<file path="src/rtl/pwm_dac.sv">
// PWM DAC: latches one clamped code per window and drives a registered PWM pin,
// acting as sample-rate master via next_sample. Define PWM_DAC_CENTER_ALIGN_EN for centre-aligned pulses.
module pwm_dac #(
  parameter int CYCLES_PER_WINDOW = 1024,
  parameter int CODE_WIDTH        = 10
) (
  input  logic                  clk,
  input  logic                  rst_n,
  input  logic                  enable,
  input  logic [CODE_WIDTH-1:0] code,
  output logic                  next_sample,
  output logic                  window_start,
  output logic                  pwm
);

  localparam int W     = CYCLES_PER_WINDOW;
  localparam int CNT_W = $clog2(W);
  localparam int Q_W   = CNT_W + 1;
  localparam int EXT_W = ((CODE_WIDTH > Q_W) ? CODE_WIDTH : Q_W) + 1;
  localparam logic [CNT_W-1:0] CNT_LAST = CNT_W'(W - 1);
  localparam logic [CNT_W-1:0] CNT_NS   = CNT_W'(W - 2);

  // Saturate the requested duty to the window length (full-on at W).
  function automatic logic [Q_W-1:0] clamp_code(input logic [CODE_WIDTH-1:0] raw);
    logic [EXT_W-1:0] ext;
    ext = EXT_W'(raw);
    if (ext >= EXT_W'(W)) return Q_W'(W);
    else                  return Q_W'(ext);
  endfunction

  logic [CNT_W-1:0] count;
  logic [Q_W-1:0]   code_q;
  logic [Q_W-1:0]   code_c;
  logic             latch_en;
  logic             pwm_next;

  assign code_c   = clamp_code(code);
  assign latch_en = !enable || (count == CNT_LAST);

`ifdef PWM_DAC_CENTER_ALIGN_EN
  logic [Q_W-1:0] start_q;
  logic [Q_W-1:0] start_c;
  logic [Q_W-1:0] count_x;

  assign start_c  = (Q_W'(W) - code_c) >> 1;
  assign count_x  = {1'b0, count};
  assign pwm_next = enable && (count_x >= start_q) && (count_x < start_q + code_q);

  always_ff @(posedge clk or negedge rst_n) begin
    if (!rst_n)        start_q <= '0;
    else if (latch_en) start_q <= start_c;
  end
`else
  assign pwm_next = enable && ({1'b0, count} < code_q);
`endif

  // Window counter and per-window code latch
  always_ff @(posedge clk or negedge rst_n) begin
    if (!rst_n) begin
      count  <= '0;
      code_q <= '0;
    end else begin
      if (!enable || count == CNT_LAST) count <= '0;
      else                              count <= count + CNT_W'(1);
      if (latch_en) code_q <= code_c;
    end
  end

  // Registered compare output
  always_ff @(posedge clk or negedge rst_n) begin
    if (!rst_n) pwm <= 1'b0;
    else        pwm <= pwm_next;
  end

  assign next_sample  = rst_n && enable && (count == CNT_NS);
  assign window_start = rst_n && enable && (count == '0);

endmodule

</file>
<file path="config.mk">
export PLATFORM = sky130hd
export DESIGN_NAME = pwm_dac
export DESIGN_NICKNAME = d
export VERILOG_FILES = /design/src/rtl/pwm_dac.sv
export SDC_FILE = /design/constraint.sdc
export NUM_CORES = 1
export LEC_CHECK = 0
export ABC_AREA = 1
export CAP_MARGIN = 10
export CELL_PAD_IN_SITES_DETAIL_PLACEMENT = 2
export CELL_PAD_IN_SITES_GLOBAL_PLACEMENT = 2
export CORE_UTILIZATION = 30
export DETAILED_ROUTE_END_ITERATION = 8
export HOLD_SLACK_MARGIN = 0.05
export PLACE_DENSITY_LB_ADDON = 0.1
export SLEW_MARGIN = 10
export SYNTH_ARGS = -nofsm -noshare
export SYNTH_HDL_FRONTEND = slang
export SYNTH_SLANG_ARGS = --single-unit
export TNS_END_PERCENT = 50
</file>
<file path="constraint.sdc">
create_clock -name clk -period 1.7 [get_ports clk]
set_input_delay 0.34 -clock clk [delete_from_list [all_inputs] [get_ports clk]]
set_output_delay 0.34 -clock clk [all_outputs]
set_load 0.01 [all_outputs]
</file>
-- Yosys cells after proc, flatten, opt, wreduce, memory -nomap -nowiden
Cells that the tools add are included.
W data, S select, Z words.
- register bits: 21
- latch bits: 0
- RAM bits: 0
- ROM bits: 0
- input bits: 13
- output and inout bits: 3
- word-level logic and storage cells: 15
- memories: 0
- add/subtract/negate cells: 1
- $mul: 0
- div/mod/pow operators: 0
- magnitude comparators: 1
- eq/ne operators: 2
- shifts and indexed selects: 0
- mux-type cells: 1
- bitwise operators: 0
- reductions and logical operators: 7
- operators with widths (cell ; number):
    $eq A10 B10 Y1 const B ; 2
    $add A10 B1 Y10 const B ; 1
    $logic_not A10 Y1 ; 1
    $lt A10 B10 Y1 ; 1
    $mux W10 ; 1
    $logic_and A1 B1 Y1 ; 4
    $logic_not A1 Y1 ; 1
    $logic_or A1 B1 Y1 ; 1

-- Logic depth before layout (Yosys ltp)
- depth after elaboration: 3
- mapped depth: 8
- gate-level depth less buffers: 7

-- Worst setup path after synthesis
OpenSTA, ideal clock, no wires.
- path kind: register to output
- start point: reg count[0]
- end point: out next_sample
- data arrival time: 1.135 ns
- data required time: 1.360 ns
- path slack: 0.225 ns
- cell stages (with the launch flop): 5
- path buffers: 0
- path through: dfrtp_1 -> inv_1 -> ha_1 -> nand3_1 -> nor4b_1
- word-level cells in the longest chain between the ends: 2
- RTL lines (item ; RTL line ; source):
    start: declaration ; 31 ; logic [CNT_W-1:0] count;
    start signal: assignment ; 64 ; else count <= count + CNT_W'(1);
    $eq A10 B10 Y1 ; 75 ; assign next_sample = rst_n && enable && (count == CNT_NS);
    $logic_and A1 B1 Y1 ; 75 ;
    end: declaration ; 11 ; output logic next_sample,
Every way passes these cells.

-- Worst setup path after layout
Same ends and word-level chain as after synthesis.

==> impl_metrics.py <==
metrics = {
    "routing": {
        "vias": 1235,
        "via_per_inst": 4.714,
        "drc": 0,
        "ant_nets": 0,
        "drt_iter0_markers": 24,
        "first_pass_iters": 2,
        "routedWlPerCell_um": 16.36,
        "wirelength_mm": 4.286,
    },
    "grt": {
        "grt_pass1_wl_mm": 6.596,
        "grt_pass1_vias": 1348,
        "grt-ovfl-total": 0,
        "grt_start_max_net_pins": 22,
        "antenna_found_initial": 0,
        "grt_usage_pct": 19.88,
    },
    "min_path": {
        "holdCritPathClass": "primary input to async pin",
    },
    "power_and_ir_drop": {
        "p_switching_uw": 318.2,
        "vdd_ir_drop_max_uv": 295.6,
        "power.density_mw_per_mm2": 611.9,
        "combPwrFrac_pct": 18.3,
        "finalPower_mw": 1.105,
        "power_frac_seq_pct": 49.5,
        "pwr-share-clk_pct": 32.2,
        "switching_share_pct": 28.78,
        "power.internal_uw": 787.3,
        "leakagePower_nw": 0.9437,
    },
    "synth": {
        "ys_seq_area_share_pct": 40.74,
        "ys_seq_elements": 21,
        "synth_top_area_cell": "dfrtp_1",
        "synth_top_area_share_pct": 40.74,
        "synth.cell_area_sq_mm": 0.001290,
        "synthCells": 166,
        "synth_area_per_cell_sq_um": 7.771,
        "yosys_warnings": 0,
        "yosys-top-cells-area": "dfrtp_1 (41%), nand2_1 (13%), ha_1 (12%), nand3_1 (7.0%), inv_1 (7.0%)",
        "syn_nets": 191,
        "synth_cell_type_count": 22,
    },
    "layout": {
        "final_area_sq_mm": 0.001807,
        "layout_common_cells": "nand2_1 (45), buf_4 (29), inv_1 (22)",
        "drive_gt1_share_pct": 26.42,
        "layout_commonest_cell": "nand2_1",
        "diodes": 0,
        "final_cells": 262,
        "syn2layout_area_growth_pct": 40.06,
        "finalNetCount": 238,
    },
    "clocking": {
        "cts_buffers": 3,
        "clockBufferDepth": 2,
        "clockRootBuffer": "clkbuf_8",
        "htree_num_levels": 1,
        "cts_tree": "done",
        "ctsHoldBuffers": 0,
        "worstSkewPairLatency_ps": 270,
        "cts.sinks": 21,
        "clkTransAtPathRegs_ps": 90,
    },
    "timing": {
        "setup_viol": 2,
        "drv_slew": 0,
        "maxClockFrequency_mhz": 572.8,
        "fin_worst_skew_ps": 3.929,
        "final_hold_viol_count": 0,
        "slew_headroom_pct": 79.91,
        "grt_setup_unrepaired": "yes",
        "period_share_pct": 102.7,
        "setup_slack_ps": -45.91,
        "worst_pin_slew_ps": 301.4,
        "fin_crit_ps": 1746,
    },
    "die": {
        "die_area_sq_mm": 0.004566,
        "die_y_um": 67.58,
        "die_w_um": 67.58,
        "start_util_pct": 31.79,
        "num_rows": 23,
        "core_area_sq_mm": 0.004058,
        "ios": 16,
    },
    "setup_path": {
        "path_max_fanout": 3,
        "reg2reg_depth": 10,
        "worst-path-stages": 5,
        "crit_path_end": "next_sample",
        "crit_buf_inv": 2,
        "crit_type": "register to primary output",
        "cp.arrival_ps": 1410,
        "cp_data_required_time_ps": 1360,
        "critPathTopFamily": "flip-flops",
        "rrSetupSlack_ps": 140,
        "max_stage_delay_ps": 410,
        "crit_chain": "inv_2 > ha_4 > nand3_4 > nor4b_4 > buf_2",
        "cp_slowest_cell": "dfrtp_1",
        "worstSetupStartpointType": "register",
        "cp-end-kind": "primary output",
        "crit_start": "count[0]",
        "r2r_start": "count[0]",
        "r2r-end": "count[5]",
    },
    "place": {
        "dpl.hpwl_mm": 3.068,
        "place_area_sq_mm": 0.001652,
        "gp_congestion": 0.8119,
        "dp.cells": 251,
        "port_buffers": 15,
        "pre_cts_ws_ps": -567.2,
    },
    "run_status": {
        "violations": "setup timing",
        "status": "finished, violations left",
    },
    "job": {
        "cap_violations": 0,
    },
}
state kept, by name, summed over array words and instances (netlist names):
| signal | flops |
|---|---|
| code_q | 10 |
| count | 10 |
| pwm | 1 |
Yosys cell counts:
cell      number
xor2_1         2
nor2_1        21
dfrtp_1       21
buf_8          1
nand2_2        3
a21oi_1        4
nand2_1       46
nor4_1         1
inv_1         24
nand2_4        1
o21ai_0        1
buf_2          1
nand3_4        1
a21boi_0       1
nor4b_1        1
ha_1          12
nor3_1         2
nand3b_1       1
nand3_1       18
nand4_1        1
nor2_4         2
clkbuf_1       1
power by group through the flow:
| stage | clock, mW | sequential, mW | combinational, mW |
|---|---|---|---|
| 6_report | 0.356 | 0.548 | 0.202 |
| 5_1_grt | 0.388 | 0.551 | 0.228 |
| 4_1_cts | 0.370 | 0.547 | 0.188 |
| 3_5_place_dp | 0 | 0.555 | 0.181 |
| 3_3_place_gp | 0 | 0.553 | 0.169 |
| 2_1_floorplan | 0 | 0.553 | 0.0894 |
metrics by stage:
| stage | util, % | hold WS, ps | setup TNS (ps) |
|---|---|---|---|
| finish | 44.53 | 209.6 | -84.02 |
| global route | 44.53 | 233.7 | -229.2 |
| CTS | 42.86 | 220.5 | -122.7 |
| detailed placement | 40.70 | 503.7 | -989.3 |
| global placement | 40.70 | 490.0 | -866.0 |
| floorplan | - | 44.41 | 0 |
per-layer routing:
| metal | vias to the layer above | global-route usage [%] | wire, um |
|---|---|---|---|
| met4 | 0 | 3.191 | 15 |
| met3 | 3 | 3.209 | 89 |
| met1 | 610 | 24.61 | 1899 |
| li1 | 610 | - | - |
| met5 | - | 0 | 0 |
| met2 | 12 | 36.14 | 2281 |
how the worst min path moves through the flow:
stage              start         to  slack (ps)  depth (start not counted)
2_1_floorplan      rst_n  code_q[0]          40                          0
3_3_place_gp   code_q[9]  code_q[9]         490                          2
3_5_place_dp   code_q[8]  code_q[8]         500                          2
4_1_cts            rst_n  code_q[9]         220                          2
5_1_grt            rst_n   count[3]         230                          2
6_report           rst_n   count[9]         210                          2
what timing repair did:
action                     in CTS  in global routing
gates resized for setup        21                  7
pin swaps                       3                  2
setup endpoints to repair       2                  5
setup buffers                   2                  5
gates cloned                    0                  0
logic make-up (layout without fill, tap and decap cells):
group	count (synthesis)	in the layout	synth area share [%]
compound gates	6	6	2.522
buf+inv	27	73	8.826
simple gates	98	98	34.92
fa+ha+maj	12	12	11.64
flops	21	21	40.74
xor+xnor	2	2	1.358
worst register-to-register path, delay by kind of cell (launching register included):
family                 cells  cell delay (ps)
AND/OR/NAND/NOR            5              500
buffers and inverters      5              560
flip-flops                 1              380
layout make-up:
type | instances | area (sq um)
clock buffer | 3 | 41.29
clock inverter | 1 | 5.005
fill | 459 | 2251
inverter | 24 | 92.59
multi-input combinational | 118 | 709.4
sequential | 21 | 529.3
tap | 50 | 62.56
timing repair buffer | 45 | 366.6
(Power assumes the default switching activity.)
